**src/rtl/seq_array_divider_if.sv**
```systemverilog
`default_nettype none
// ============================================================================
// Module      : seq_array_divider_if
// Description : Request/result bundle for the sequential restoring divider.
//               The master side issues operands with start; the slave side
//               (the divider) returns busy/done and the held results.
// Revision    : 1.0 - initial release
// ============================================================================
interface seq_array_divider_if #(
    parameter int DW = 8,
    parameter int VW = 4
);
    logic          start;
    logic [DW-1:0] dividend;
    logic [VW-1:0] divisor;
    logic          busy;
    logic          done;
    logic [DW-1:0] quotient;
    logic [VW-1:0] remainder;
    logic          div_by_zero;

    // Requester: drives operands, observes status and results
    modport master (
        output start, dividend, divisor,
        input  busy, done, quotient, remainder, div_by_zero
    );

    // Divider: samples operands, drives status and results
    modport slave (
        input  start, dividend, divisor,
        output busy, done, quotient, remainder, div_by_zero
    );
endinterface
`default_nettype wire

```
**src/rtl/seq_array_divider.sv**
```systemverilog
`default_nettype none
// ============================================================================
// Module      : seq_array_divider
// Description : Iterative restoring divider, one quotient bit per clock.
//               DW-bit dividend / VW-bit divisor -> DW-bit quotient and
//               VW-bit remainder. A zero divisor short-cuts to a fixed
//               result (all-ones quotient, low dividend bits as remainder)
//               flagged by div_by_zero.
// Revision    : 1.0 - initial release
// ============================================================================
module seq_array_divider #(
    parameter int DW = 8,
    parameter int VW = 4
) (
    input  wire logic         clk,
    input  wire logic         rst_n,
    seq_array_divider_if.slave div_if
);
    // Iteration counter width: must hold DW-1
    localparam int CNT_W = (DW > 1) ? $clog2(DW) : 1;

    typedef enum logic [1:0] {
        S_IDLE = 2'd0,
        S_RUN  = 2'd1,
        S_FIN  = 2'd2
    } state_t;

    state_t          state_q;
    logic [CNT_W-1:0] cnt_q;
    logic [DW-1:0]   quo_q;       // shifts dividend out at the top, quotient bits in at the bottom
    logic [VW-1:0]   rem_q;       // partial remainder; always < divisor between steps
    logic [VW-1:0]   divisor_q;
    logic            dz_q;        // current run had a zero divisor

    logic            busy_q;
    logic            done_q;
    logic [DW-1:0]   quotient_q;
    logic [VW-1:0]   remainder_q;
    logic            div_by_zero_q;

    // One restoring step. The shifted partial remainder needs VW+1 bits
    // before the compare; after a successful subtract the difference is
    // below the divisor, so the subtraction only needs the low VW bits.
    logic [VW:0]     rem_shift_d;
    logic [VW-1:0]   rem_sub_d;
    logic            fits_d;
    logic [VW-1:0]   rem_d;
    logic [DW-1:0]   quo_d;

    // Combinational shift / compare / conditional subtract for the RUN state
    always_comb begin
        rem_shift_d = {rem_q, quo_q[DW-1]};
        fits_d      = (rem_shift_d >= {1'b0, divisor_q});
        rem_sub_d   = rem_shift_d[VW-1:0] - divisor_q;
        rem_d       = fits_d ? rem_sub_d : rem_shift_d[VW-1:0];
        quo_d       = {quo_q[DW-2:0], fits_d};
    end

    // Control FSM, datapath registers and registered outputs
    always_ff @(posedge clk or negedge rst_n) begin
        if (!rst_n) begin
            state_q       <= S_IDLE;
            cnt_q         <= '0;
            quo_q         <= '0;
            rem_q         <= '0;
            divisor_q     <= '0;
            dz_q          <= 1'b0;
            busy_q        <= 1'b0;
            done_q        <= 1'b0;
            quotient_q    <= '0;
            remainder_q   <= '0;
            div_by_zero_q <= 1'b0;
        end else begin
            done_q <= 1'b0;
            case (state_q)
                S_IDLE: begin
                    if (div_if.start) begin
                        quo_q     <= div_if.dividend;
                        divisor_q <= div_if.divisor;
                        rem_q     <= '0;
                        cnt_q     <= CNT_W'(DW - 1);
                        busy_q    <= 1'b1;
                        if (div_if.divisor == '0) begin
                            dz_q    <= 1'b1;
                            state_q <= S_FIN;
                        end else begin
                            dz_q    <= 1'b0;
                            state_q <= S_RUN;
                        end
                    end
                end
                S_RUN: begin
                    rem_q <= rem_d;
                    quo_q <= quo_d;
                    if (cnt_q == '0) begin
                        state_q <= S_FIN;
                    end else begin
                        cnt_q <= cnt_q - 1'b1;
                    end
                end
                S_FIN: begin
                    // Zero divisor: quo_q still holds the untouched dividend
                    quotient_q    <= dz_q ? {DW{1'b1}} : quo_q;
                    remainder_q   <= dz_q ? quo_q[VW-1:0] : rem_q;
                    div_by_zero_q <= dz_q;
                    done_q        <= 1'b1;
                    busy_q        <= 1'b0;
                    state_q       <= S_IDLE;
                end
                default: begin
                    busy_q  <= 1'b0;
                    state_q <= S_IDLE;
                end
            endcase
        end
    end

    assign div_if.busy        = busy_q;
    assign div_if.done        = done_q;
    assign div_if.quotient    = quotient_q;
    assign div_if.remainder   = remainder_q;
    assign div_if.div_by_zero = div_by_zero_q;

endmodule
`default_nettype wire

```
**src/flat_wrapper.sv**
```systemverilog
// flat-port wrapper written by rule: the top's interface ports become plain ports
module seq_array_divider_flat 
#(
    parameter int DW = 8,
    parameter int VW = 4
)
  (clk, rst_n, div_if_start, div_if_dividend, div_if_divisor, div_if_busy, div_if_done, div_if_quotient, div_if_remainder, div_if_div_by_zero);
  seq_array_divider_if #(.DW(DW), .VW(VW)) div_if_i ();
  input  wire logic clk;
  input  wire logic rst_n;
  input wire logic [$bits(div_if_i.start)-1:0] div_if_start;
  input wire logic [$bits(div_if_i.dividend)-1:0] div_if_dividend;
  input wire logic [$bits(div_if_i.divisor)-1:0] div_if_divisor;
  output wire logic [$bits(div_if_i.busy)-1:0] div_if_busy;
  output wire logic [$bits(div_if_i.done)-1:0] div_if_done;
  output wire logic [$bits(div_if_i.quotient)-1:0] div_if_quotient;
  output wire logic [$bits(div_if_i.remainder)-1:0] div_if_remainder;
  output wire logic [$bits(div_if_i.div_by_zero)-1:0] div_if_div_by_zero;
  assign div_if_i.start = div_if_start;
  assign div_if_i.dividend = div_if_dividend;
  assign div_if_i.divisor = div_if_divisor;
  assign div_if_busy = div_if_i.busy;
  assign div_if_done = div_if_i.done;
  assign div_if_quotient = div_if_i.quotient;
  assign div_if_remainder = div_if_i.remainder;
  assign div_if_div_by_zero = div_if_i.div_by_zero;
  seq_array_divider #(.DW(DW), .VW(VW)) u_core (.clk(clk), .rst_n(rst_n), .div_if(div_if_i));
endmodule
```
**config.mk**
```make
export PLATFORM = sky130hd
export DESIGN_NAME = seq_array_divider_flat
export DESIGN_NICKNAME = d
export VERILOG_FILES = /design/src/rtl/seq_array_divider_if.sv /design/src/rtl/seq_array_divider.sv /design/src/flat_wrapper.sv
export SDC_FILE = /design/constraint.sdc
export NUM_CORES = 1
export LEC_CHECK = 0
export ABC_CLOCK_PERIOD_IN_PS = 2200
export CORE_MARGIN = 3
export CORE_UTILIZATION = 38
export DETAILED_ROUTE_END_ITERATION = 10
export SYNTH_ARGS = -nofsm -noshare
export SYNTH_HDL_FRONTEND = slang
export SYNTH_SLANG_ARGS = --single-unit
```
**constraint.sdc**
```tcl
create_clock -name clk -period 2.2 [get_ports clk]
set_input_delay 0.22 -clock clk [delete_from_list [all_inputs] [get_ports clk]]
set_output_delay 0.22 -clock clk [all_outputs]
set_load 0.05 [all_outputs]
```
==> results.tsv, run 1 <==
stage	metric	value	unit
die	fp.dieW	74.8	um
timing	hold_violations	0	
outcome	outcome	finished clean	
critical_path	arrival	2.00	ns
clock_network	cts_max_level	2	
timing	finalMaxSlewViolations	0	
critical_path	ff2ff_path_depth	5	
die	start_util	0.402	
clock_network	cts_buffers	5	
route	first_pass_iters	4	
timing	fmax	541	MHz
route	drt_iter0_drc	78	
pwr	p_leak	1.00	nW
timing	setup_tns	0	ns
place	portBuffers	29	
final_layout	final_common_cell	dfrtp_1	
clock_network	cts_tree	built	
synth	yosysWarnings	0	
global_route	grt_overflow	0	
timing	skew	0.00336	ns
critical_path	worstSetupPathType	reg -> reg	
clock_network	cts_hold_buf	0	
pwr	p_sw	1.57	mW
job	drv_cap	0	
clock_network	clock_path_buffers	2	
synth	netlist_instances	177	
pwr	powerDensity	1600	nW/um^2
route	drc	0	
synth	syn_area	1800	um^2
final_layout	antenna_cells	0	
global_route	grt_usage	0.151	
critical_path	cp-end-kind	register	
global_route	antenna_found_initial	0	
critical_path	crit_required	2.35	ns
clock_network	root_buffer	clkbuf_8	
synth	synth_seq_cells	37	
pwr	p_sw_frac	0.440	
clock_network	cts_resized	0	
timing	maxSlewHeadroom	0.634	
pwr	vdd_drop_max	0.590	mV
critical_path	worstReg2RegStart	u_core.rem_q[1]	
timing	min_period_over_period	0.840	
clock_network	cts.sinks	37	
global_route	grt_max_degree	38	
die	pin_count	30	
place	hpwl	2780	um
route	wl_per_cell	14.1	um
timing	setup_viol	0	
pwr	power.internal	2.00	mW
clock_network	insertion_delay	0.28	ns
die	die_y	74.8	um
timing	whs	0.355	ns
pwr	clkPwrFrac	0.134	
route	final_antenna_net_count	0	
global_route	grt_pass1_vias	1453	
timing	fin_crit	1.85	ns
route	vias_per_cell	5.29	
pwr	comb_power_share	0.520	
route	routed_wl	3660	um
die	num_rows	24	
synth	postSynth.asyncResetShare	1.00	
synth	synth_nets	199	
clock_network	clk_pin_slew	0.07	ns
timing	worst_pin_slew	0.548	ns
route	vias	1375	
critical_path	r2r_slack	0.35	ns
critical_path	crit_start	u_core.rem_q[1]	
critical_path	crit_path_start_kind	register	
synth	synth_edf_count	0	
critical_path	timing.rr.end	u_core.rem_q[0]	
critical_path	cp_max_fo	5	
final_layout	nets	230	
die	die_area	5600	um^2
synth	avgSynthCellArea	10.2	um^2
timing	rsz0062_at_grt	no	
synth	seq_area_frac_synth	0.514	
synth	synth_cell_types	33	
hold_path	min_path_type	in -> async	
final_layout	final_cell_mix	dfrtp_1 (37), clkdlybuf4s50_1 (29), nand2_1 (23)	
die	fp.coreArea	4470	um^2
critical_path	crit_end	u_core.rem_q[0]	
final_layout	nFillCells	404	
global_route	grt_pass1_wl	6480	um
final_layout	final_layout_size_suffix_gt1_frac	0.111	
synth	synth_ff_type	dfrtp_1	
final_layout	syn_to_final_growth	24.4	%
place	place_congestion	0.944	
clock_network	postCtsSetupBuffers	0	
pwr	power_frac_seq	0.347	
==> stage by stage <==
stage	area [um^2]	utilization	total power [mW]	instances	setup WS [ns]
6_report	2240	0.501	3.58	260	0.352
2_1_floorplan	1800	-	2.55	177	0.483
4_1_cts	2240	0.501	3.60	260	0.352
5_1_grt	2240	0.501	3.86	260	0.283
3_5_place_dp	2150	0.480	3.12	253	0.368
3_3_place_gp	2150	0.480	3.04	253	0.397
==> logic make-up (layout without fill, tap and decap cells) <==
family                     after synthesis  in the layout  share of synthesized area
xor gates and xnor gates                 1              1                    0.00487
buffers and inverters                   19             50                     0.0410
AOI/OAI and AO/OA                       42             42                      0.145
muxes                                   16             16                     0.0938
and+or+nand+nor                         55             55                      0.149
adders and majority gates                7              7                     0.0528
DFF                                     37             37                      0.514
==> state kept, by name (all words and copies together) (netlist names) <==
register / cells
u_core.quo_q: 8
u_core.div_if.done: 1
u_core.cnt_q: 3
u_core.div_if.quotient: 8
u_core.div_if.div_by_zero: 1
u_core.state_q: 2
u_core.dz_q: 1
u_core.div_if.remainder: 4
u_core.div_if.busy: 1
u_core.divisor_q: 4
u_core.rem_q: 4
==> power by group through the flow <==
stage | Clock (mW) | Sequential [mW] | Combinational (mW)
6_report | 0.477 | 1.24 | 1.86
5_1_grt | 0.522 | 1.29 | 2.05
4_1_cts | 0.495 | 1.24 | 1.86
3_5_place_dp | 0 | 1.26 | 1.86
3_3_place_gp | 0 | 1.24 | 1.80
2_1_floorplan | 0 | 1.52 | 1.04
==> worst min-delay path by stage <==
stage                     from                         end  depth (start not counted)  slack (ns)
3_5_place_dp   u_core.cnt_q[0]             u_core.cnt_q[0]                          1        0.46
6_report                 rst_n  u_core.div_if.remainder[2]                          2        0.35
5_1_grt                  rst_n  u_core.div_if.remainder[2]                          2        0.40
3_3_place_gp   u_core.cnt_q[0]             u_core.cnt_q[0]                          1        0.46
2_1_floorplan            rst_n             u_core.cnt_q[0]                          0       -0.08
4_1_cts                  rst_n  u_core.div_if.remainder[2]                          2        0.38
==> routing by layer <==
metal  global-route usage  part of all wire  up-vias
li1                     -                 -      673
met3               0.0427             0.061       12
met2                0.232              0.45       48
met1                0.202              0.47      642
met4               0.0632             0.022        0
met5                    0                 0        -
==> critical path: stages (launching register included) <==
cell	delay, ns
dfrtp_1	0.42
ha_1	0.39
or2_2	0.15
a21boi_2	0.07
or2_2	0.32
o311ai_0	0.36
==> synthesized netlist by cell type (all sizes together) (2+ instances only) <==
library cell | instances | share of area
dfrtp | 37 | 0.51
nand2 | 23 | 0.048
o21ai | 22 | 0.061
nor2 | 13 | 0.027
inv | 10 | 0.021
a21oi | 9 | 0.031
mux2i | 9 | 0.050
clkbuf | 7 | 0.015
mux2 | 7 | 0.044
ha | 6 | 0.042
nand2b | 3 | 0.010
a311o | 2 | 0.011
and2 | 2 | 0.0069
and3b | 2 | 0.0097
buf | 2 | 0.0056
nand3b | 2 | 0.0083
nor2b | 2 | 0.0069
nor4 | 2 | 0.0069
o211ai | 2 | 0.0083
o311ai | 2 | 0.0097
or2 | 2 | 0.0069
==> cell type report <==
cell class	count	area, um^2	share of cell area
well taps	52	65.1	0.0291
inverters	10	37.5	0.0168
flip-flops and latches	37	926	0.413
clock buffers	6	82.6	0.0369
clock inverters	1	7.51	0.00335
repair buffers	33	320	0.143
multi-input cells	121	801	0.358
No activity file was read; power rests on OpenSTA's default activity.
==> inputs of run 2 (changes only) <==
- ABC_CLOCK_PERIOD_IN_PS: 2200 -> 1500
- clock period: 2.2 -> 1.5 ns (I/O delays scaled with it)
==> results.tsv, run 2 (same netlist as run 1, synthesis figures left out) <==
stage	metric	value	unit	change
final_layout	final_layout_size_suffix_gt1_frac	0.281		+0.171
job	drv_cap	0		unchanged
pwr	powerDensity	2400	nW/um^2	+51%
clock_network	cts_max_level	2		unchanged
final_layout	antenna_cells	0		unchanged
global_route	grt_usage	0.161		+0.00948
critical_path	crit_path_start_kind	register		
timing	fmax	588	MHz	+8.7%
die	die_y	74.8	um	unchanged
place	hpwl	3170	um	+14%
outcome	failed_checks	negative setup slack		
place	portBuffers	29		unchanged
global_route	grt_pass1_vias	1442		-0.76%
clock_network	cts_tree	built		
die	num_rows	24		unchanged
critical_path	timing.rr.end	u_core.rem_q[2]		
route	drc	0		unchanged
global_route	antenna_found_initial	0		unchanged
clock_network	clk_pin_slew	0.07	ns	about the same
route	final_antenna_net_count	0		unchanged
clock_network	cts_hold_buf	0		unchanged
pwr	vdd_drop_max	1.08	mV	+83%
pwr	power	5.71	mW	+60%
critical_path	arrival	1.88	ns	-0.12 ns
final_layout	final_common_cell	dfrtp_1		
timing	whs	0.233	ns	-0.121 ns
final_layout	utilization	0.531		+0.0305
place	placed_cell_area	2260	um^2	+5.2%
global_route	grt_max_degree	38		unchanged
timing	finalMaxSlewViolations	0		unchanged
timing	setup_viol	5		+5
timing	worst_pin_slew	0.508	ns	-0.0401 ns
final_layout	nets	245		+6.5%
die	pin_count	30		unchanged
final_layout	final_cell_mix	dfrtp_1 (37), buf_4 (33), nand2_1 (23)		
place	dpl_worst_slack	-0.275	ns	-0.643 ns
die	die_area	5600	um^2	unchanged
clock_network	cts.sinks	37		unchanged
outcome	outcome	complete, but fails checks		
timing	setup_tns	-0.791	ns	-0.791 ns
final_layout	stdcell_count	276		+6.2%
clock_network	insertion_delay	0.29	ns	about the same
critical_path	ff2ff_path_depth	6		+1
critical_path	worstReg2RegStart	u_core.divisor_q[1]		
timing	hold_violations	0		unchanged
critical_path	worstSetupPathType	reg -> reg		
route	wl_per_cell	14.7	um	+4.8%
route	routed_wl	4070	um	+11%
pwr	p_leak	1.12	nW	+12%
die	fp.coreArea	4470	um^2	unchanged
timing	fin_crit	1.70	ns	-0.147 ns
route	drt_iter0_drc	50		-36%
critical_path	cp-end-kind	register		
clock_network	clock_path_buffers	2		unchanged
timing	rsz0062_at_grt	yes		
final_layout	syn_to_final_growth	32.0	%	
hold_path	min_path_type	in -> async		
global_route	grt_pass1_wl	6830	um	+5.4%
die	start_util	0.402		unchanged
timing	min_period_over_period	1.13		+0.294
critical_path	r2r_slack	-0.20	ns	-0.55 ns
timing	skew	0.00494	ns	+0.00158 ns
global_route	grt_overflow	0		unchanged
timing	fin_ws	-0.201	ns	-0.553 ns
timing	maxSlewHeadroom	0.661		+0.0267
place	dpl.cell_count	268		+5.9%
critical_path	cp_max_fo	4		-1
route	vias	1406		+2.3%
critical_path	crit_required	1.68	ns	-0.67 ns
clock_network	root_buffer	clkbuf_8		
route	first_pass_iters	4		unchanged
final_layout	final_cell_area	2380	um^2	+6.1%
die	fp.dieW	74.8	um	unchanged
route	vias_per_cell	5.09		-3.7%
place	place_congestion	0.906		-4.0%
clock_network	cts_buffers	5		unchanged
[run 2: layout make-up]
| cell class | instances | area, um^2 |
|---|---|---|
| multi-input combinational | 121 | 843 |
| fill | 426 | 2100 |
| clock buffer | 6 | 82.6 |
| clock inverter | 2 | 13.8 |
| inverter | 10 | 37.5 |
| timing repair buffer | 48 | 408 |
| tap | 52 | 65.1 |
| sequential | 37 | 926 |
[run 2: per-layer routing]
metal  share of wire  routed length [um]  track usage  up-vias
met2            0.49                1990        0.263       38
met3           0.046                 186       0.0401        6
li1                -                   -            -      699
met5               0                   0            0        -
met4           0.010                  42       0.0474        0
met1            0.45                1850        0.211      663
[run 2: how the worst max path moves through the flow]
stage | start | to | slack, ns | cells past startpoint
6_report | u_core.divisor_q[1] | u_core.rem_q[2] | -0.20 | 6
5_1_grt | u_core.divisor_q[1] | u_core.rem_q[2] | -0.27 | 6
4_1_cts | u_core.divisor_q[1] | u_core.rem_q[2] | -0.20 | 6
3_5_place_dp | u_core.divisor_q[0] | u_core.rem_q[1] | -0.28 | 5
3_3_place_gp | u_core.divisor_q[0] | u_core.rem_q[1] | -0.19 | 5
2_1_floorplan | u_core.divisor_q[1] | u_core.rem_q[2] | -0.18 | 6
[run 2: repair_timing]
item / 4_1_cts / 5_1_grt
pin swaps: 1 / 1
buffers inserted: 0 / 0
setup endpoints to repair: 8 / 8
resized for setup: 8 / 2
[run 2: worst max-delay path, cell delays in order, from the launching register on]
cell and delay (ns):
dfrtp_1 0.35, inv_1 0.05, ha_2 0.18, or4_4 0.53, a21oi_4 0.17, nor4_2 0.05, a311o_1 0.27
[run 2: power by group]
part	switching, mW	total (mW)	internal (mW)
logic	1.79	3.21	1.42
clock network	0.357	0.729	0.372
registers	0.336	1.78	1.44
total	2.48	5.71	3.23
==> inputs of run 3 (changes only) <==
- CTS_CLUSTER_DIAMETER: not set -> 80
- SETUP_SLACK_MARGIN: not set -> 0.02
==> results.tsv, run 3 (same netlist as run 1, synthesis figures left out) <==
stage	metric	value	unit	change
outcome	outcome	complete, but fails checks		
outcome	failed_checks	negative setup slack		
route	wl_per_cell	14.7	um	-0.52%
clock_network	insertion_delay	0.29	ns	about the same
pwr	p_leak	1.12	nW	about the same
critical_path	crit_path_start_kind	register		
route	final_antenna_net_count	0		unchanged
global_route	grt_overflow	0		unchanged
final_layout	nets	245		unchanged
timing	skew	0.00469	ns	-0.000252 ns
timing	setup_viol	5		unchanged
timing	min_period_over_period	1.13		-0.00161
timing	fmax	589	MHz	+0.14%
clock_network	clk_pin_slew	0.07	ns	about the same
pwr	power	5.72	mW	about the same
die	fp.dieW	74.8	um	unchanged
clock_network	cts.sinks	37		unchanged
critical_path	ff2ff_path_depth	6		unchanged
final_layout	final_common_cell	dfrtp_1		
route	drt_iter0_drc	50		unchanged
clock_network	root_buffer	clkbuf_8		
final_layout	utilization	0.532		+0.000839
critical_path	r2r_slack	-0.20	ns	about the same
pwr	powerDensity	2400	nW/um^2	about the same
global_route	grt_util_met3	0.0401		unchanged
die	start_util	0.402		unchanged
place	place_congestion	0.906		unchanged
critical_path	cp_max_fo	4		unchanged
critical_path	worstReg2RegStart	u_core.divisor_q[1]		
route	vias	1408		+0.14%
die	die_y	74.8	um	unchanged
critical_path	crit_required	1.68	ns	about the same
global_route	grt_usage	0.161		unchanged
global_route	grt_pass1_wl	6830	um	unchanged
clock_network	cts_hold_buf	0		unchanged
route	routed_wl	4050	um	-0.52%
die	fp.coreArea	4470	um^2	unchanged
route	first_pass_iters	4		unchanged
timing	hold_violations	0		unchanged
die	pin_count	30		unchanged
timing	worst_pin_slew	0.507	ns	-0.00107 ns
critical_path	crit_start	u_core.divisor_q[1]		
final_layout	final_layout_size_suffix_gt1_frac	0.286		+0.00446
job	drv_cap	0		unchanged
timing	finalMaxSlewViolations	0		unchanged
clock_network	cts_max_level	2		unchanged
critical_path	cp-end-kind	register		
critical_path	crit_end	u_core.rem_q[2]		
critical_path	worstSetupPathType	reg -> reg		
critical_path	timing.rr.end	u_core.rem_q[2]		
global_route	grt_max_degree	38		unchanged
place	portBuffers	29		unchanged
timing	whs	0.234	ns	+0.000835 ns
route	vias_per_cell	5.10		+0.14%
hold_path	min_path_type	in -> async		
final_layout	syn_to_final_growth	32.2	%	
clock_network	cts_buffers	5		unchanged
global_route	gr-usage-met1	0.211		unchanged
global_route	grt_pass1_vias	1442		unchanged
timing	maxSlewHeadroom	0.662		+0.000712
clock_network	cts_tree	built		
route	drc	0		unchanged
final_layout	antenna_cells	0		unchanged
timing	rsz0062_at_grt	yes		
global_route	grt.busiest_layer	met2		
place	hpwl	3170	um	unchanged
clock_network	clock_path_buffers	2		unchanged
global_route	met2_usage	0.263		unchanged
timing	fin_ws	-0.198	ns	+0.00241 ns
global_route	antenna_found_initial	0		unchanged
timing	setup_tns	-0.778	ns	+0.0125 ns
timing	fin_crit	1.70	ns	-0.00241 ns
pwr	vdd_drop_max	1.06	mV	-1.6%
die	die_area	5600	um^2	unchanged
final_layout	final_cell_mix	dfrtp_1 (37), buf_4 (33), nand2_1 (23)		
die	num_rows	24		unchanged
critical_path	arrival	1.88	ns	about the same
run 3: changes by cell type in the layout (fill, tap and decap cells not counted):
cell / previous run / this run
o21ai_1: 1 / 0
o21ai_2: 1 / 2
run 3: worst min path at each step:
| stage | from | end | slack [ns] |
|---|---|---|---|
| 2_1_floorplan | rst_n | u_core.cnt_q[0] | -0.15 |
| 6_report | rst_n | u_core.div_if.remainder[3] | 0.23 |
| 5_1_grt | rst_n | u_core.rem_q[3] | 0.25 |
| 3_3_place_gp | u_core.cnt_q[0] | u_core.cnt_q[0] | 0.45 |
| 3_5_place_dp | u_core.div_if.quotient[6] | u_core.div_if.quotient[6] | 0.47 |
| 4_1_cts | rst_n | u_core.div_if.remainder[2] | 0.24 |
run 3: critical path: stages (launching register included):
cell and delay, ns:
dfrtp_1 0.34, inv_1 0.05, ha_2 0.18, or4_4 0.53, a21oi_4 0.17, nor4_2 0.05, a311o_1 0.27
run 3: power by group:
part / total (mW) / switching [mW] / leakage (nW) / internal, mW
registers: 1.77 / 0.333 / 0.464 / 1.44
logic: 3.21 / 1.79 / 0.603 / 1.42
clock network: 0.729 / 0.357 / 0.0512 / 0.372
total: 5.72 / 2.48 / 1.12 / 3.24
run 3: metrics by stage:
| step | worst slack, ns | std cells | area [um^2] |
|---|---|---|---|
| 3_5_place_dp | -0.275 | 268 | 2260 |
| 3_3_place_gp | -0.193 | 268 | 2260 |
| 2_1_floorplan | -0.178 | 177 | 1830 |
| 6_report | -0.198 | 276 | 2380 |
| 4_1_cts | -0.201 | 276 | 2380 |
| 5_1_grt | -0.267 | 276 | 2380 |
run 3: layout make-up:
type	instances	area [um^2]
flip-flops and latches	37	926
clock buffers	6	82.6
inverters	10	37.5
well taps	52	65.1
clock inverters	2	13.8
multi-input cells	121	847
fillers	424	2090
repair buffers	48	408
run 3: routing by layer:
| metal | vias to the layer above | routed length, um |
|---|---|---|
| li1 | 699 | - |
| met1 | 667 | 1810 |
| met2 | 36 | 1990 |
| met3 | 6 | 206 |
| met4 | 0 | 42 |
| met5 | - | 0 |
run 3: repair_timing:
item / 4_1_cts / 5_1_grt
endpoints found under the hold margin: 0 / 0
gates resized for setup: 9 / 2
endpoints found under the setup margin: 8 / 6
pin swaps: 1 / 1
buffers inserted: 0 / 0
